<file path="src/rtl/vending_fsm_param_if.sv">
// Keypad-to-controller bundle for vending_fsm_param.
// master: keypad/debounce side (drives key strobes, observes controller outputs).
// slave : vending controller (consumes key strobes, drives display/dispense/change).
// Signals:
//   key_vld      one-cycle strobe, key_code valid
//   key_code     debounced key code (1..7 product, 8/9/A coins, B cancel, C qty+, E accept, F OK)
//   state_o      current state code
//   disp_val_o   value for the D0..D2 display
//   dispense_o   one-cycle product release pulse
//   prod_id_o    selected product key
//   qty_o        selected quantity
//   change_o     change/refund amount, valid with change_vld_o
//   change_vld_o one-cycle change return pulse
//   coin_rej_o   one-cycle coin reject pulse
interface vending_fsm_param_if #(
    parameter int unsigned AMT_W = 8,
    parameter int unsigned QTY_W = 4
);
    logic             key_vld;
    logic [3:0]       key_code;
    logic [2:0]       state_o;
    logic [AMT_W-1:0] disp_val_o;
    logic             dispense_o;
    logic [2:0]       prod_id_o;
    logic [QTY_W-1:0] qty_o;
    logic [AMT_W-1:0] change_o;
    logic             change_vld_o;
    logic             coin_rej_o;

    modport master (
        output key_vld, key_code,
        input  state_o, disp_val_o, dispense_o, prod_id_o, qty_o,
               change_o, change_vld_o, coin_rej_o
    );

    modport slave (
        input  key_vld, key_code,
        output state_o, disp_val_o, dispense_o, prod_id_o, qty_o,
               change_o, change_vld_o, coin_rej_o
    );
endinterface

</file>
<file path="src/rtl/vending_fsm_param.sv">
// Parametrised, fully registered vending controller.
// Walks IDLE -> SELECT -> CONFIRM -> QTY -> TOTAL -> PAY -> DISPENSE -> CHANGE on
// debounced key strobes, with price table, wrapping quantity, cancel/refund,
// change return and coin overflow rejection.
// Ports:
//   clk    system clock
//   reset  asynchronous, active-low reset
//   bus    vending_fsm_param_if.slave (key strobe in, display/dispense/change out)
// Optional feature: define VEND_TIMEOUT_EN to enable the inactivity timeout
// (TO_CYCLES idle cycles in SELECT..PAY act as a cancel).
module vending_fsm_param #(
    parameter int unsigned                N_PROD     = 5,
    parameter int unsigned                AMT_W      = 8,
    parameter int unsigned                QTY_W      = 4,
    parameter int unsigned                MAX_QTY    = 3,
    parameter logic [N_PROD*AMT_W-1:0]    PRICE_LIST = {8'd1, 8'd2, 8'd5, 8'd10, 8'd6},
    parameter int unsigned                TO_CYCLES  = 1000000
) (
    input logic                 clk,
    input logic                 reset,
    vending_fsm_param_if.slave  bus
);

    typedef enum logic [2:0] {
        S_IDLE     = 3'd0,
        S_SELECT   = 3'd1,
        S_CONFIRM  = 3'd2,
        S_QTY      = 3'd3,
        S_TOTAL    = 3'd4,
        S_PAY      = 3'd5,
        S_DISPENSE = 3'd6,
        S_CHANGE   = 3'd7
    } state_t;

    localparam logic [3:0] KEY_COIN1  = 4'h8;
    localparam logic [3:0] KEY_COIN5  = 4'h9;
    localparam logic [3:0] KEY_COIN10 = 4'hA;
    localparam logic [3:0] KEY_CANCEL = 4'hB;
    localparam logic [3:0] KEY_QTY    = 4'hC;
    localparam logic [3:0] KEY_ACCEPT = 4'hE;
    localparam logic [3:0] KEY_OK     = 4'hF;

    state_t           state_q, state_d;
    logic [AMT_W-1:0] price_q, price_d;
    logic [QTY_W-1:0] qty_q, qty_d;
    logic [AMT_W-1:0] total_q, total_d;
    logic [AMT_W-1:0] paid_q, paid_d;
    logic             ovf_q, ovf_d;
    logic [2:0]       prod_q, prod_d;
    logic [AMT_W-1:0] disp_q, disp_d;
    logic             dispense_q, dispense_d;
    logic [AMT_W-1:0] change_q, change_d;
    logic             change_vld_q, change_vld_d;
    logic             coin_rej_q, coin_rej_d;

    logic                   cancel;
    logic                   is_coin;
    logic [AMT_W-1:0]       coin;
    logic [AMT_W:0]         pay_sum;
    logic [AMT_W+QTY_W-1:0] mult;
    logic                   to_hit;

    function automatic logic [AMT_W-1:0] price_of(input logic [3:0] k);
        logic [AMT_W-1:0] p;
        p = '0;
        for (int unsigned i = 0; i < N_PROD; i++) begin
            if (k == 4'(i + 1)) p = PRICE_LIST[i*AMT_W +: AMT_W];
        end
        return p;
    endfunction

    always_comb begin
        is_coin = 1'b1;
        coin    = '0;
        case (bus.key_code)
            KEY_COIN1:  coin = AMT_W'(1);
            KEY_COIN5:  coin = AMT_W'(5);
            KEY_COIN10: coin = AMT_W'(10);
            default:    is_coin = 1'b0;
        endcase
    end

    // One extra bit so a sum beyond the money range is detectable.
    assign pay_sum = {1'b0, paid_q} + {1'b0, coin};
    assign mult    = (AMT_W+QTY_W)'(price_q) * (AMT_W+QTY_W)'(qty_q);

`ifdef VEND_TIMEOUT_EN
    localparam int unsigned TO_W = $clog2(TO_CYCLES + 1);
    logic [TO_W-1:0] to_cnt_q;

    assign to_hit = (to_cnt_q == TO_W'(TO_CYCLES));

    // Cleared by any key and on every state change; saturates at TO_CYCLES.
    always_ff @(posedge clk or negedge reset) begin
        if (!reset) begin
            to_cnt_q <= '0;
        end else if (bus.key_vld || (state_d != state_q)) begin
            to_cnt_q <= '0;
        end else if (!to_hit) begin
            to_cnt_q <= to_cnt_q + TO_W'(1);
        end
    end
`else
    assign to_hit = 1'b0;
`endif

    always_comb begin
        state_d      = state_q;
        price_d      = price_q;
        qty_d        = qty_q;
        total_d      = total_q;
        paid_d       = paid_q;
        ovf_d        = ovf_q;
        prod_d       = prod_q;
        dispense_d   = 1'b0;
        change_d     = '0;
        change_vld_d = 1'b0;
        coin_rej_d   = 1'b0;
        cancel       = 1'b0;
        disp_d       = '0;

        case (state_q)
            S_IDLE: begin
                if (bus.key_vld && bus.key_code == KEY_OK) state_d = S_SELECT;
            end
            S_SELECT: begin
                if (bus.key_vld) begin
                    if (bus.key_code == KEY_CANCEL) begin
                        cancel = 1'b1;
                    end else if (bus.key_code >= 4'd1 && bus.key_code <= 4'(N_PROD)) begin
                        price_d = price_of(bus.key_code);
                        prod_d  = bus.key_code[2:0];
                        state_d = S_CONFIRM;
                    end
                end
            end
            S_CONFIRM: begin
                if (bus.key_vld) begin
                    if (bus.key_code == KEY_CANCEL) begin
                        cancel = 1'b1;
                    end else if (bus.key_code == KEY_OK) begin
                        qty_d   = QTY_W'(1);
                        state_d = S_QTY;
                    end
                end
            end
            S_QTY: begin
                if (bus.key_vld) begin
                    if (bus.key_code == KEY_CANCEL) begin
                        cancel = 1'b1;
                    end else if (bus.key_code == KEY_QTY) begin
                        qty_d = (qty_q == QTY_W'(MAX_QTY)) ? QTY_W'(1) : qty_q + QTY_W'(1);
                    end else if (bus.key_code == KEY_OK) begin
                        // Total is fixed on entry; an oversized product locks TOTAL until cancel.
                        if (mult[AMT_W+QTY_W-1:AMT_W] != '0) begin
                            total_d = '1;
                            ovf_d   = 1'b1;
                        end else begin
                            total_d = mult[AMT_W-1:0];
                            ovf_d   = 1'b0;
                        end
                        state_d = S_TOTAL;
                    end
                end
            end
            S_TOTAL: begin
                if (bus.key_vld) begin
                    if (bus.key_code == KEY_CANCEL) begin
                        cancel = 1'b1;
                    end else if (bus.key_code == KEY_ACCEPT && !ovf_q) begin
                        paid_d  = '0;
                        state_d = S_PAY;
                    end
                end
            end
            S_PAY: begin
                if (bus.key_vld) begin
                    if (bus.key_code == KEY_CANCEL) begin
                        cancel = 1'b1;
                    end else if (is_coin) begin
                        if (pay_sum[AMT_W]) coin_rej_d = 1'b1;
                        else                paid_d     = pay_sum[AMT_W-1:0];
                    end else if (bus.key_code == KEY_OK && paid_q >= total_q) begin
                        dispense_d = 1'b1;
                        state_d    = S_DISPENSE;
                    end
                end
            end
            S_DISPENSE: begin
                if (bus.key_vld && bus.key_code == KEY_OK) begin
                    change_d     = paid_q - total_q;
                    change_vld_d = 1'b1;
                    state_d      = S_CHANGE;
                end
            end
            S_CHANGE: begin
                state_d = S_IDLE;
            end
            default: begin
                state_d = S_IDLE;
            end
        endcase

        if (to_hit && !bus.key_vld &&
            (state_q == S_SELECT || state_q == S_CONFIRM || state_q == S_QTY ||
             state_q == S_TOTAL  || state_q == S_PAY)) begin
            cancel = 1'b1;
        end

        if (cancel) begin
            state_d = S_IDLE;
            if (paid_q != '0) begin
                change_d     = paid_q;
                change_vld_d = 1'b1;
            end
        end

        if (state_d == S_IDLE) begin
            price_d = '0;
            qty_d   = '0;
            total_d = '0;
            paid_d  = '0;
            ovf_d   = 1'b0;
            prod_d  = '0;
        end

        case (state_d)
            S_CONFIRM:  disp_d = price_d;
            S_QTY:      disp_d = AMT_W'(qty_d);
            S_TOTAL:    disp_d = total_d;
            S_PAY:      disp_d = paid_d;
            S_DISPENSE: disp_d = paid_d;
            S_CHANGE:   disp_d = change_d;
            default:    disp_d = '0;
        endcase
    end

    always_ff @(posedge clk or negedge reset) begin
        if (!reset) begin
            state_q      <= S_IDLE;
            price_q      <= '0;
            qty_q        <= '0;
            total_q      <= '0;
            paid_q       <= '0;
            ovf_q        <= 1'b0;
            prod_q       <= '0;
            disp_q       <= '0;
            dispense_q   <= 1'b0;
            change_q     <= '0;
            change_vld_q <= 1'b0;
            coin_rej_q   <= 1'b0;
        end else begin
            state_q      <= state_d;
            price_q      <= price_d;
            qty_q        <= qty_d;
            total_q      <= total_d;
            paid_q       <= paid_d;
            ovf_q        <= ovf_d;
            prod_q       <= prod_d;
            disp_q       <= disp_d;
            dispense_q   <= dispense_d;
            change_q     <= change_d;
            change_vld_q <= change_vld_d;
            coin_rej_q   <= coin_rej_d;
        end
    end

    assign bus.state_o      = state_q;
    assign bus.disp_val_o   = disp_q;
    assign bus.dispense_o   = dispense_q;
    assign bus.prod_id_o    = prod_q;
    assign bus.qty_o        = qty_q;
    assign bus.change_o     = change_q;
    assign bus.change_vld_o = change_vld_q;
    assign bus.coin_rej_o   = coin_rej_q;

endmodule

</file>
<file path="src/flat_wrapper.sv">
// flat-port wrapper written by rule: the top's interface ports become plain ports
module vending_fsm_param_flat 
#(
    parameter int unsigned                N_PROD     = 5,
    parameter int unsigned                AMT_W      = 8,
    parameter int unsigned                QTY_W      = 4,
    parameter int unsigned                MAX_QTY    = 3,
    parameter logic [N_PROD*AMT_W-1:0]    PRICE_LIST = {8'd1, 8'd2, 8'd5, 8'd10, 8'd6},
    parameter int unsigned                TO_CYCLES  = 1000000
)
  (clk, reset, bus_key_vld, bus_key_code, bus_state_o, bus_disp_val_o, bus_dispense_o, bus_prod_id_o, bus_qty_o, bus_change_o, bus_change_vld_o, bus_coin_rej_o);
  vending_fsm_param_if #(.AMT_W(AMT_W), .QTY_W(QTY_W)) bus_i ();
  input logic clk;
  input logic reset;
  input wire logic [$bits(bus_i.key_vld)-1:0] bus_key_vld;
  input wire logic [$bits(bus_i.key_code)-1:0] bus_key_code;
  output wire logic [$bits(bus_i.state_o)-1:0] bus_state_o;
  output wire logic [$bits(bus_i.disp_val_o)-1:0] bus_disp_val_o;
  output wire logic [$bits(bus_i.dispense_o)-1:0] bus_dispense_o;
  output wire logic [$bits(bus_i.prod_id_o)-1:0] bus_prod_id_o;
  output wire logic [$bits(bus_i.qty_o)-1:0] bus_qty_o;
  output wire logic [$bits(bus_i.change_o)-1:0] bus_change_o;
  output wire logic [$bits(bus_i.change_vld_o)-1:0] bus_change_vld_o;
  output wire logic [$bits(bus_i.coin_rej_o)-1:0] bus_coin_rej_o;
  assign bus_i.key_vld = bus_key_vld;
  assign bus_i.key_code = bus_key_code;
  assign bus_state_o = bus_i.state_o;
  assign bus_disp_val_o = bus_i.disp_val_o;
  assign bus_dispense_o = bus_i.dispense_o;
  assign bus_prod_id_o = bus_i.prod_id_o;
  assign bus_qty_o = bus_i.qty_o;
  assign bus_change_o = bus_i.change_o;
  assign bus_change_vld_o = bus_i.change_vld_o;
  assign bus_coin_rej_o = bus_i.coin_rej_o;
  vending_fsm_param #(.N_PROD(N_PROD), .AMT_W(AMT_W), .QTY_W(QTY_W), .MAX_QTY(MAX_QTY), .PRICE_LIST(PRICE_LIST), .TO_CYCLES(TO_CYCLES)) u_core (.clk(clk), .reset(reset), .bus(bus_i));
endmodule
</file>
<file path="config.mk">
export PLATFORM = sky130hd
export DESIGN_NAME = vending_fsm_param_flat
export DESIGN_NICKNAME = d
export VERILOG_FILES = /design/src/rtl/vending_fsm_param_if.sv /design/src/rtl/vending_fsm_param.sv /design/src/flat_wrapper.sv
export SDC_FILE = /design/constraint.sdc
export NUM_CORES = 1
export LEC_CHECK = 0
export ABC_CLOCK_PERIOD_IN_PS = 5000
export CORE_MARGIN = 5
export CORE_UTILIZATION = 44
export CTS_CLUSTER_SIZE = 12
export DETAILED_ROUTE_END_ITERATION = 12
export PLACE_DENSITY = 0.63
export SYNTH_ARGS = -nofsm -noshare
export SYNTH_HDL_FRONTEND = slang
export SYNTH_SLANG_ARGS = --single-unit
</file>
<file path="constraint.sdc">
create_clock -name clk -period 5 [get_ports clk]
set_clock_uncertainty 0.2 [all_clocks]
set_input_delay 1.25 -clock clk [delete_from_list [all_inputs] [get_ports clk]]
set_output_delay 1.25 -clock clk [all_outputs]
set_load 0.05 [all_outputs]
</file>
==> impl_summary.md, run 1 <==
Pwr
The combinational share of power is 0.505. VDD sags by at most 0.224 mV. Of the total power, the share spent switching nets is 0.460. The internal power of the cells totals around 0.97 mW. The leakage component of the power is 2.40 nW. Of the total power, registers draw 0.340. Of the total power, the clock network draws 0.155. For this design the total switching power over the nets is 0.830 mW.

The power density over the cells is 354 nW/um2.

Critical path
The highest-delay cell along the critical path is sky130_fd_sc_hd__clkdlybuf4s50_1. The critical path required time is between 5 and 6 ns. Data on the critical path arrives at its endpoint at about 4.5 ns. Across all register-to-register paths, the minimum setup slack is 0.59 ns. The family of cells with the greatest summed delay on the critical path is compound AO/OA/AOI/OAI gates. The worst-case reg-to-reg path depth is 13. Along the worst path, the maximum fanout reaches 9. The count of buffer and inverter cells on the critical path is 1. The delay of the slowest cell on the worst path is 0.55 ns. Traced cell by cell, the critical path runs through clkdlybuf4s50_1 -> nand2b_1 -> nor2_1 -> ha_1 -> fa_1 -> a21o_1 -> a21oi_1 -> o21a_1 -> o21ai_0 -> a22o_1 -> a221o_1.

The startpoint identified for the worst register-to-register timing path is u_core.bus.qty_o[3]. The end of the worst register-to-register path is u_core.bus.disp_val_o[2]. The critical path is of the in2reg type. The worst setup path is launched from an input pin.

STA classifies the critical path endpoint as a register.

Die
In this run the count of I/O pins placed on the die edge is 36. The floorplan step set the die height to 111 um. The starting density of the core is 0.455.

The die area is 12300 um2. The width of the die is 111 um. The floorplan step defined a core boundary enclosing 9820 um2. After floorplanning, the core was divided into 36 placement rows.

Route
The detailed-routing iteration count for the pre-antenna-repair pass is 5. In the routed design, unresolved DRC markers number 0. Using the TritonRoute via totals, the vias-per-cell ratio works out to 6.06. The detailed router placed between 4000 and 5000 vias in this run. The total length of routed wires is 12900 um.

After the first detailed-routing iteration, the DRC count stood at 219. The residual antenna-violating net count after detailed routing is 0. The routed wire length per instance is 19.3 um.

Timing
Setup total negative slack on the finished layout was measured at 0 ns. The total count of max-transition violations in the final report was 0. The maximum operating frequency is 0.225 GHz. Setup repair after global routing left no endpoint under its margin. In this run the tightest slew margin relative to its limit is 0.463.

Setup violations remaining at the end of the flow were counted as 0. For the finished layout, the period the worst path requires is around 4.4 ns. The final number of hold-violating endpoints was 0. For the pin with the worst max-slew slack, the measured transition is 0.785 ns. In the finished design, the share of the clock period the worst path needs comes to 0.890.

Clocking
For this design, the CTS-stage hold fixing added 0 buffers. The H-tree depth reported by CTS is 2. Gates resized during post-CTS repair numbered 0. The cell at the root of the clock tree is sky130_fd_sc_hd__clkbuf_8.

Clock-pin slew was measured on the worst setup and hold paths at about 0.11 ns. TritonCTS built the clock tree. The CTS buffer count is 5. The later pin in the worst-skew pair is clocked with a latency of approximately 0.32 ns. The count of clock tree sinks is 54.

The maximum buffer depth of the clock tree is 2. Post-CTS timing repair inserted 0 buffers for setup.

Min path
The count of cells along the worst hold path is 2. The path with the worst hold slack has its endpoint at u_core.bus.prod_id_o[1]. The class of the most critical hold timing path is reg2reg. The startpoint identified for the worst hold timing path is u_core.bus.prod_id_o[1].

Finish
The number of antenna diodes in the final layout is 0. The fraction of final layout cells sized beyond drive strength 1 is 0.0746. Relative to the synthesized area, the layout overhead comes to 13.9%. The final standard cell count with taps included and fillers excluded is 669. The layout net count is 585.

Global routing
For this run the aggregate overflow at the end of global routing stands at 0. The number of antenna violations at the first check in global routing is 0. In the global route stage, overall resource usage came out at 0.210.

The via count of the first global-routing pass is 4034. Entering global routing, the biggest net connects 55 pins. The wire length of the first global-routing pass is 21000 um.

Synth
The synthesized instance count is about 500. The number of nets handed over by synthesis was 553. The count of flip-flops with a built-in enable after synthesis is 0. A synthesized cell averages between 8 and 9 um2. In the synthesized netlist the dominant register cell turns out to be sky130_fd_sc_hd__dfrtp_1. The Yosys step of the flow raised 0 warnings. The synthesized area is around 4500 um2. Sorting the synthesized cells by area gives the leading types as sky130_fd_sc_hd__dfrtp_1 30%, sky130_fd_sc_hd__ha_1 8.1%, sky130_fd_sc_hd__fa_1 6.3%, sky130_fd_sc_hd__and2_1 5.0%, sky130_fd_sc_hd__nor2_1 3.4%. The number of different library cells used by synthesis comes to 73. Summed over all instances, the cell type with the most area after synthesis is sky130_fd_sc_hd__dfrtp_1. The most frequent cell after synthesis is sky130_fd_sc_hd__dfrtp_1.

The area fraction of the dominant cell type after synthesis is 0.302. Counting flops with an async set or reset pin after synthesis yields a share of 1.00. The synthesized flop and latch total is 54.

The part of the Yosys area used for sequential elements is 0.302. Counting instances in the post-synthesis netlist gives the leading cell types as 54 x sky130_fd_sc_hd__dfrtp_1, 40 x sky130_fd_sc_hd__nor2_1, 38 x sky130_fd_sc_hd__nand2_1.

Place
The final RePlAce weighted congestion is just under 0.9. Detailed placement ended at an HPWL of about 10000 um. The port buffer count is 35. After detailed placement, the design holds a cell count of 661.

Flow run
The number of maximum-capacitance violations is 0.

Status
The run finished with clean final reports.
[registers in the layout (all words and copies together), names as in the netlist]
name                     flops
u_core.bus.change_o          8
u_core.bus.change_vld_o      1
u_core.bus.coin_rej_o        1
u_core.bus.disp_val_o        8
u_core.bus.dispense_o        1
u_core.bus.prod_id_o         3
u_core.bus.qty_o             4
u_core.bus.state_o           3
u_core.ovf_q                 1
u_core.paid_q                8
u_core.price_q               8
u_core.total_q               8
[worst max-delay path by stage]
| stage | to | start | cells past startpoint | slack, ns |
|---|---|---|---|---|
| 6_report | u_core.bus.disp_val_o[1] | bus_key_code[3] | 11 | 0.55 |
| 2_1_floorplan | u_core.bus.disp_val_o[1] | u_core.bus.qty_o[3] | 13 | 0.70 |
| 3_5_place_dp | u_core.bus.disp_val_o[1] | bus_key_code[3] | 11 | 0.27 |
| 5_1_grt | u_core.bus.disp_val_o[2] | u_core.bus.qty_o[3] | 13 | 0.32 |
| 4_1_cts | u_core.bus.disp_val_o[2] | u_core.bus.qty_o[3] | 13 | 0.61 |
| 3_3_place_gp | u_core.bus.disp_val_o[1] | bus_key_code[3] | 11 | 0.41 |
[worst register-to-register path: cells and delay by family, from the launching register on]
kind,cells,cell delay (ns)
compound gates,6,1.63
fa+ha+maj,3,1.31
flops,1,0.54
simple gates,2,0.52
buf+inv,2,0.10
[cell families (layout without fill, tap and decap cells)]
kind of cell             after synthesis  count (layout)  share of synthesized area
XOR/XNOR                              10              10                     0.0196
AND/OR/NAND/NOR                      200             200                      0.238
flip-flops                            54              54                      0.302
adder cells (fa/ha/maj)               43              43                      0.144
multiplexers                           7               7                     0.0160
AO/OA/AOI/OAI                        138             138                      0.235
buffers and inverters                 51              84                     0.0448
[routing by layer]
layer,GRT usage,vias to the layer above,wire (um)
li1,-,1901,-
met1,0.296,1972,5980
met2,0.333,153,5930
met3,0.0360,25,729
met4,0.0591,0,276
met5,0,-,0
[final cells by class]
class,instances,area [um2]
Inverter,30,113
Clock buffer,6,82.6
Fill cell,982,4730
Clock inverter,2,17.5
Sequential cell,54,1350
Multi-Input combinational cell,398,2920
Timing Repair Buffer,46,440
Tap cell,133,166
[layout by cell type (no fill, tap or decap), types with 5 or more instances in the layout]
cell type,count
sky130_fd_sc_hd__xnor2_1,7
sky130_fd_sc_hd__ha_1,29
sky130_fd_sc_hd__nor2b_1,5
sky130_fd_sc_hd__nor4_1,6
sky130_fd_sc_hd__fa_1,14
sky130_fd_sc_hd__clkdlybuf4s50_1,34
sky130_fd_sc_hd__a21oi_1,15
sky130_fd_sc_hd__inv_1,29
sky130_fd_sc_hd__and3_1,8
sky130_fd_sc_hd__nand4_1,7
sky130_fd_sc_hd__buf_4,10
sky130_fd_sc_hd__clkbuf_8,6
sky130_fd_sc_hd__a22o_1,6
sky130_fd_sc_hd__nand2b_1,11
sky130_fd_sc_hd__o22ai_1,5
sky130_fd_sc_hd__o21ai_0,21
sky130_fd_sc_hd__a211oi_1,6
sky130_fd_sc_hd__nand2_1,38
sky130_fd_sc_hd__nor3_1,16
sky130_fd_sc_hd__nor2_1,40
sky130_fd_sc_hd__and2_1,36
sky130_fd_sc_hd__a21o_1,11
sky130_fd_sc_hd__o211ai_1,6
sky130_fd_sc_hd__a31oi_1,5
sky130_fd_sc_hd__nand3_1,10
sky130_fd_sc_hd__dfrtp_1,54
sky130_fd_sc_hd__o21a_1,5
sky130_fd_sc_hd__mux2i_1,6
sky130_fd_sc_hd__a22oi_1,5
[stage by stage]
stage	setup slack [ns]	util	instance area (um2)	hold WS, ns	power [mW]
6_report	0.552	0.518	5090	0.344	1.80
3_3_place_gp	0.408	0.508	4990	0.315	1.51
4_1_cts	0.608	0.518	5090	0.351	1.80
2_1_floorplan	0.701	-	4470	0.296	1.24
5_1_grt	0.317	0.518	5090	0.372	1.92
3_5_place_dp	0.273	0.508	4990	0.321	1.52
[power groups by stage]
stage               combinational (mW)  clock [mW]  sequential (mW)
floorplan                        0.553           0            0.684
CTS                              0.904       0.288            0.612
finish                           0.910       0.279            0.613
global route                     0.988       0.303            0.628
detailed placement               0.898           0            0.621
global placement                 0.892           0            0.619
Note: power is estimated with default switching activity, not from simulation.
==> run 2: changes to the inputs <==
--- a/config.mk
+++ b/config.mk
@@ -11,6 +11,7 @@
 export CTS_CLUSTER_SIZE = 12
 export DETAILED_ROUTE_END_ITERATION = 12
 export PLACE_DENSITY = 0.63
+export SETUP_SLACK_MARGIN = 0.5
 export SYNTH_ARGS = -nofsm -noshare
 export SYNTH_HDL_FRONTEND = slang
 export SYNTH_SLANG_ARGS = --single-unit
==> run 2 against run 1 <==
Against the previous run:
- sequential share of layout area about the same
- fmax increased by 3.8%
- routed wire length increased by 0.12%
- register-to-register slack improved by 0.17 ns
- die area unchanged
- setup slack improved by 0.16 ns
- global-route usage unchanged
- hold slack got worse by 0.00062 ns
- largest cell class unchanged
- critical path depth unchanged
==> impl_summary.md, run 2 (same netlist as run 1, synthesis figures left out) <==
Status
Run status: finished clean (unchanged).

Route
The detailed-routing iteration count for the pre-antenna-repair pass is 5 (unchanged). The remaining routing DRC violations is 0 (unchanged). The residual antenna-violating net count after detailed routing is 0 (unchanged). The detail-routed via count per cell is 6.03 (was 6.06). The routed wire length per instance is 19.3 um (about the same). The starting DRC count in detailed routing is 208 (was 219).

The total length of routed wires came to 12900 um (about the same). The count of vias placed by the detailed router came to 4031 (was 4051).

Place
The placed wire-length estimate is 9980 um (unchanged). The port buffer count came to 35 (unchanged). The final RePlAce weighted congestion was 0.881 (unchanged).

Die
The width of the die is 111 um (unchanged). The core area is 9820 um2 (unchanged). The number of primary I/O pins was 36 (unchanged). The number of cell rows is 36 (unchanged). The starting density of the core came to 0.455 (unchanged). The die area is 12300 um2 (unchanged). The die extent in y came to 111 um (unchanged).

Timing
The worst slew slack as a fraction of its limit came to 0.475 (was 0.463). Setup repair after global routing missed its margin: false (unchanged). The final number of hold-violating endpoints is 0 (unchanged).

The total setup violations reported at the end of the flow is 0 (unchanged). The transition time at the pin with the least slew margin came to 0.767 ns (was 0.785 ns). The minimum clock period after layout is 4.29 ns (was 4.45 ns).

The summed negative setup slack over all endpoints was 0 ns (unchanged). The total count of max-transition violations in the final report is 0 (unchanged). The maximum operating frequency is 0.233 GHz (was 0.225 GHz). The final critical-path share of the clock period came to 0.857 (was 0.890).

Clocking
The TritonCTS clock tree is yes (unchanged). The CTS buffer count is 5 (unchanged). The post-cts hold buffer count was 0 (unchanged).

The latest clock arrival within the worst-skew pair is 0.32 ns (about the same). The count of clock tree sinks is 54 (unchanged). The maximum buffer depth of the clock tree is 2 (unchanged). The H-tree depth reported by CTS came to 2 (unchanged).

The clock transition at the registers of the reported paths is 0.10 ns (was 0.11 ns). The cell at the root of the clock tree is sky130_fd_sc_hd__clkbuf_8 (unchanged).

Critical path
The maximum fanout encountered on the critical timing path is 9 (unchanged). The type of origin of the critical path was an input pin (unchanged). The data arrival time of the critical path is 4.29 ns (was 4.45 ns). The setup slack on the worst flop-to-flop path is 0.76 ns (was 0.59 ns).

The worst reg2reg path startpoint was u_core.bus.qty_o[1] (was u_core.bus.qty_o[3]). The critical path required time is 5.01 ns (about the same). The kind of capture point of the worst setup path is a register (unchanged). The worst-case reg-to-reg path depth is 13 (unchanged). The category of the critical setup timing path is in2reg (unchanged). The end of the worst register-to-register path is u_core.bus.disp_val_o[2] (unchanged).

Global routing
The total congestion overflow after global routing was 0 (unchanged). The number of antenna violations at the first check in global routing was 0 (unchanged). The pin count of the biggest net entering global routing was 55 (unchanged). The via count of the first global-routing pass is 4034 (unchanged).

The global-route usage over all layers is 0.210 (unchanged). The wire length of the first global-routing pass is 21000 um (unchanged).

Pwr
The power consumption is 1.80 mW (about the same). The leakage component of the power came to 2.40 nW (about the same). The part of the total power dissipated in sequential elements is 0.342 (was 0.340). The switching power of the nets is 0.830 mW (about the same). The clock network fraction of design power is 0.154 (was 0.155). The worst supply voltage drop on vdd was 0.225 mV (was 0.224 mV). The combinational share of power is 0.505 (about the same). The power density over the cells is 354 nW/um2 (about the same).

The cell internal power dissipation came to 0.974 mW (was 0.973 mW). The switching share of total power is 0.460 (about the same).

Min path
The class of the most critical hold timing path is reg2reg (unchanged). The count of cells along the worst hold path came to 2 (unchanged). The hold path startpoint is u_core.bus.prod_id_o[1] (unchanged). The destination of the worst hold path is u_core.bus.prod_id_o[1] (unchanged).

Finish
The combined flip-flop and latch cell area is 1350 um2 (about the same). Commonest cells after routing, fill and taps aside: 52 x sky130_fd_sc_hd__dfrtp_1, 40 x sky130_fd_sc_hd__nor2_1, 38 x sky130_fd_sc_hd__nand2_1 (was 54 x sky130_fd_sc_hd__dfrtp_1, 40 x sky130_fd_sc_hd__nor2_1, 38 x sky130_fd_sc_hd__nand2_1). The signed area change from the synthesized netlist to the final layout was 14.1% (was 13.9%). The most frequent standard cell in the layout excluding fill and tap cells is sky130_fd_sc_hd__dfrtp_1 (unchanged).

The total of fill cells in the finished design came to 980 (was 982). The area of combinational cells with multiple inputs is 2930 um2 (was 2920 um2). The layout net count is 585 (unchanged). The number of antenna repair diodes is 0 (unchanged). The fraction of final layout cells sized beyond drive strength 1 is 0.0821 (was 0.0746).

Flow run
The number of maximum-capacitance violations is 0 (unchanged).
[run 2: area by class of cell]
class,instances,share of cell area
multi-input cells,398,0.574
flip-flops and latches,54,0.266
repair buffers,46,0.0864
well taps,133,0.0326
inverters,30,0.0221
clock buffers,6,0.0162
clock inverters,2,0.00344
[run 2: worst max-delay path, cell delays in order]
cell                              delay (ns)
sky130_fd_sc_hd__clkdlybuf4s50_1        0.55
sky130_fd_sc_hd__nand2b_1               0.23
sky130_fd_sc_hd__nor2_1                 0.10
sky130_fd_sc_hd__ha_1                   0.24
sky130_fd_sc_hd__fa_1                   0.43
sky130_fd_sc_hd__a21o_1                 0.20
sky130_fd_sc_hd__a21oi_2                0.27
sky130_fd_sc_hd__o21a_1                 0.26
sky130_fd_sc_hd__o21ai_0                0.18
sky130_fd_sc_hd__a22o_1                 0.25
sky130_fd_sc_hd__a221o_1                0.33
[run 2: worst max path at each step]
stage                              startpoint                        to
after floorplan           u_core.bus.qty_o[3]  u_core.bus.disp_val_o[1]
after global placement        bus_key_code[3]  u_core.bus.disp_val_o[1]
after detailed placement      bus_key_code[3]  u_core.bus.disp_val_o[1]
after CTS                 u_core.bus.qty_o[3]  u_core.bus.disp_val_o[2]
after global routing      u_core.bus.qty_o[1]  u_core.bus.disp_val_o[2]
final                         bus_key_code[3]  u_core.bus.disp_val_o[1]
[run 2: power groups by stage]
stage	registers [mW]	clock network, mW	logic [mW]
after floorplan	0.684	0	0.553
after global placement	0.619	0	0.892
after detailed placement	0.621	0	0.898
after CTS	0.612	0.288	0.904
after global routing	0.629	0.302	0.988
final	0.617	0.277	0.910
[run 2: through the flow]
stage	utilization	cell area (um2)	setup WS [ns]	hold slack [ns]	std cells
2_1_floorplan	-	4470	0.701	0.296	503
3_3_place_gp	0.508	4990	0.408	0.315	661
3_5_place_dp	0.508	4990	0.273	0.321	661
4_1_cts	0.518	5090	0.608	0.351	669
5_1_grt	0.519	5100	0.531	0.371	669
6_report	0.519	5100	0.715	0.344	669
[run 2: timing repair]
item / 4_1_cts / 5_1_grt
gates resized for setup: 0 / 4
endpoints found under the hold margin: 0 / 0
setup buffers: 0 / 0
setup endpoints to repair: 0 / 7
[run 2: routing by layer]
layer / vias to the layer above / GRT usage / part of all wire
li1: 1898 / - / -
met2: 152 / 0.333 / 0.46
met1: 1960 / 0.296 / 0.46
met4: 0 / 0.0591 / 0.019
met5: - / 0 / 0
met3: 21 / 0.0360 / 0.057
==> run 3: changes to the inputs <==
--- a/config.mk
+++ b/config.mk
@@ -10,7 +10,6 @@
 export CORE_UTILIZATION = 44
 export CTS_CLUSTER_SIZE = 12
 export DETAILED_ROUTE_END_ITERATION = 12
-export PLACE_DENSITY = 0.63
 export SETUP_SLACK_MARGIN = 0.5
 export SYNTH_ARGS = -nofsm -noshare
 export SYNTH_HDL_FRONTEND = slang
==> run 3 against run 2 <==
Against the previous run:
- core utilization about the same
- first-iteration DRC count increased by 5.8%
- non-clock buffer count unchanged
- final area about the same
- register-to-register slack improved by 0.03 ns
- power decreased by 0.77%
- fmax increased by 1.6%
- critical path type unchanged
- highest routed layer unchanged
==> impl_summary.md, run 3 (same netlist as run 1, synthesis figures left out) <==
Pwr
The worst supply voltage drop on vdd was 0.183 mV (was 0.225 mV). The power density over the cells is 351 nW/um2 (was 354 nW/um2). The leakage component of the power was 2.40 nW (about the same).

Route
The detailed-routing iteration count for the pre-antenna-repair pass came to 5 (unchanged). The routed wire length on met2 is 6040 um (was 5980 um). The residual antenna-violating net count after detailed routing is 0 (unchanged). The highest layer used for signal routing is met4 (unchanged). The count of vias placed by the detailed router came to 3992 (was 4031). The wire length on met3 is 814 um (was 734 um). The detail-routed via count per cell is 5.97 (was 6.03). The routed wire length per instance is 19.3 um (unchanged). The starting DRC count in detailed routing is 220 (was 208).

The met1 routed wirelength after detailed routing came to 5830 um (was 5960 um). The remaining routing DRC violations is 0 (unchanged). The total length of routed wires is 12900 um (unchanged).

Finish
The fraction of final layout cells sized beyond drive strength 1 is 0.0802 (was 0.0821). Commonest cells after routing, fill and taps aside: 53 x sky130_fd_sc_hd__dfrtp_1, 40 x sky130_fd_sc_hd__nor2_1, 38 x sky130_fd_sc_hd__nand2_1 (was 52 x sky130_fd_sc_hd__dfrtp_1, 40 x sky130_fd_sc_hd__nor2_1, 38 x sky130_fd_sc_hd__nand2_1). The signed area change from the synthesized netlist to the final layout is 14.1% (about the same). The layout net count is 585 (unchanged). The number of antenna repair diodes is 0 (unchanged). The most frequent standard cell in the layout excluding fill and tap cells is sky130_fd_sc_hd__dfrtp_1 (unchanged). The area of all placed cells without fillers was 5100 um2 (about the same).

Timing
The final number of hold-violating endpoints is 0 (unchanged). The transition time at the pin with the least slew margin was 0.763 ns (was 0.767 ns). The total setup violations reported at the end of the flow is 0 (unchanged).

The total count of max-transition violations in the final report came to 0 (unchanged). The maximum operating frequency is 0.237 GHz (was 0.233 GHz). The final critical-path share of the clock period is 0.843 (was 0.857). The summed negative setup slack over all endpoints is 0 ns (unchanged). The minimum clock period after layout is 4.22 ns (was 4.29 ns). The worst slew slack as a fraction of its limit is 0.478 (was 0.475). Setup repair after global routing missed its margin: false (unchanged). The worst setup slack after layout is 0.783 ns (was 0.715 ns).

Clocking
The CTS buffer count is 5 (unchanged). The count of clock tree sinks is 54 (unchanged). The TritonCTS clock tree is yes (unchanged). The latest clock arrival within the worst-skew pair came to 0.32 ns (about the same). The H-tree depth reported by CTS came to 2 (unchanged). The clock transition at the registers of the reported paths is 0.10 ns (about the same).

The post-cts hold buffer count is 0 (unchanged). The maximum buffer depth of the clock tree is 2 (unchanged). The cell at the root of the clock tree is sky130_fd_sc_hd__clkbuf_8 (unchanged).

The post-CTS setup repair buffer count was 0 (unchanged). The post-cts sizing count is 0 (unchanged).

Global routing
The via count of the first global-routing pass is 4014 (was 4034). The total congestion overflow after global routing is 0 (unchanged). The number of antenna violations at the first check in global routing was 0 (unchanged).

The wire length of the first global-routing pass is 21100 um (was 21000 um). The global-route usage over all layers was 0.212 (was 0.210). The pin count of the biggest net entering global routing is 41 (was 55).

Critical path
The data arrival time of the critical path is 4.23 ns (was 4.29 ns). The category of the critical setup timing path is in2reg (unchanged). The worst reg2reg path startpoint was u_core.bus.qty_o[2] (was u_core.bus.qty_o[1]). The family of cells with the greatest summed delay on the critical path is compound AO/OA/AOI/OAI gates (unchanged). Crit path cell chain: clkdlybuf4s50_1 -> nand2b_1 -> nor2_1 -> ha_1 -> fa_1 -> a21o_1 -> a21oi_2 -> o21a_1 -> o21ai_0 -> nand2_1 -> o21ai_0 -> a221o_1 (was clkdlybuf4s50_1 -> nand2b_1 -> nor2_1 -> ha_1 -> fa_1 -> a21o_1 -> a21oi_2 -> o21a_1 -> o21ai_0 -> a22o_1 -> a221o_1). The first element of the critical path is bus_key_code[3] (unchanged). The kind of capture point of the worst setup path is a register (unchanged). The worst-case reg-to-reg path depth was 13 (unchanged).

The cell that appears most often on the critical path is sky130_fd_sc_hd__o21ai_0. The type of origin of the critical path is an input pin (unchanged). The delay of the slowest cell on the worst path is 0.54 ns (was 0.55 ns). The termination of the worst setup path is u_core.bus.disp_val_o[2] (was u_core.bus.disp_val_o[1]).

The depth of the critical timing path with buffers and inverters included is 12 (was 11). The count of buffer and inverter cells on the critical path is 1 (unchanged). The end of the worst register-to-register path is u_core.bus.disp_val_o[2] (unchanged). The highest-delay cell along the critical path is sky130_fd_sc_hd__clkdlybuf4s50_1 (unchanged).

The setup slack on the worst flop-to-flop path is 0.79 ns (was 0.76 ns). The critical path required time is 5.01 ns (about the same). The maximum fanout encountered on the critical timing path is 9 (unchanged).

Place
The standard cell area after detailed placement is 4990 um2 (unchanged). The port buffer count came to 35 (unchanged). The placed wire-length estimate was 10100 um (was 9980 um). The final RePlAce weighted congestion came to 0.912 (was 0.881). The setup slack after placement is 0.341 ns (was 0.273 ns).

Die
The width of the die came to 111 um (unchanged). The number of primary I/O pins is 36 (unchanged). The starting density of the core is 0.455 (unchanged).

The die area is 12300 um2 (unchanged). The die extent in y is 111 um (unchanged). The number of cell rows is 36 (unchanged). The core area was 9820 um2 (unchanged).

Flow run
The number of maximum-capacitance violations is 0 (unchanged).

Min path
The class of the most critical hold timing path was reg2reg (unchanged).

Status
Run status: finished clean (unchanged).
-- run 3: cell counts in the layout (fill, tap and decap cells not counted) --
No cell type changed its count.
-- run 3: stage by stage --
stage | hold slack (ns) | util | power [mW] | cells
floorplan | 0.296 | - | 1.24 | 503
global placement | 0.315 | 0.508 | 1.51 | 661
detailed placement | 0.323 | 0.508 | 1.52 | 661
CTS | 0.351 | 0.518 | 1.79 | 669
global route | 0.392 | 0.519 | 1.91 | 669
finish | 0.351 | 0.519 | 1.79 | 669
-- run 3: report_power, final --
group	switching, mW	internal (mW)
Combinational	0.558	0.350
Sequential	0.105	0.508
Clock	0.155	0.114
Total	0.818	0.972
-- run 3: how the worst min path moves through the flow --
stage,cells after the start,endpoint,from
5_1_grt,2,u_core.bus.prod_id_o[2],u_core.bus.prod_id_o[2]
3_3_place_gp,2,u_core.bus.prod_id_o[0],u_core.bus.prod_id_o[0]
6_report,2,u_core.bus.prod_id_o[0],u_core.bus.prod_id_o[0]
3_5_place_dp,2,u_core.bus.prod_id_o[0],u_core.bus.prod_id_o[0]
2_1_floorplan,1,u_core.ovf_q,u_core.ovf_q
4_1_cts,2,u_core.bus.prod_id_o[0],u_core.bus.prod_id_o[0]
-- run 3: area by class of cell --
cell class	count	area (um2)
clock buffer	6	82.6
clock inverter	2	17.5
fill	965	4720
inverter	30	113
multi-input combinational	398	2930
sequential	54	1350
tap	133	166
timing repair buffer	46	440
-- run 3: routing by layer --
layer / vias to the layer above / track usage
li1: 1897 / -
met1: 1936 / 0.292
met2: 138 / 0.343
met3: 21 / 0.0420
met4: 0 / 0.0534
met5: - / 0
-- run 3: worst reg2reg max path: stages (launching register included) --
cell and delay, ns:
sky130_fd_sc_hd__dfrtp_1 0.52, sky130_fd_sc_hd__and2_1 0.24, sky130_fd_sc_hd__fa_1 0.49, sky130_fd_sc_hd__inv_1 0.05
sky130_fd_sc_hd__fa_1 0.53, sky130_fd_sc_hd__inv_1 0.04, sky130_fd_sc_hd__ha_1 0.26, sky130_fd_sc_hd__a21o_1 0.20
sky130_fd_sc_hd__a211oi_1 0.29, sky130_fd_sc_hd__a311o_1 0.23, sky130_fd_sc_hd__o2111a_1 0.24, sky130_fd_sc_hd__nand3_2 0.19
sky130_fd_sc_hd__o22a_1 0.29, sky130_fd_sc_hd__a221o_1 0.33
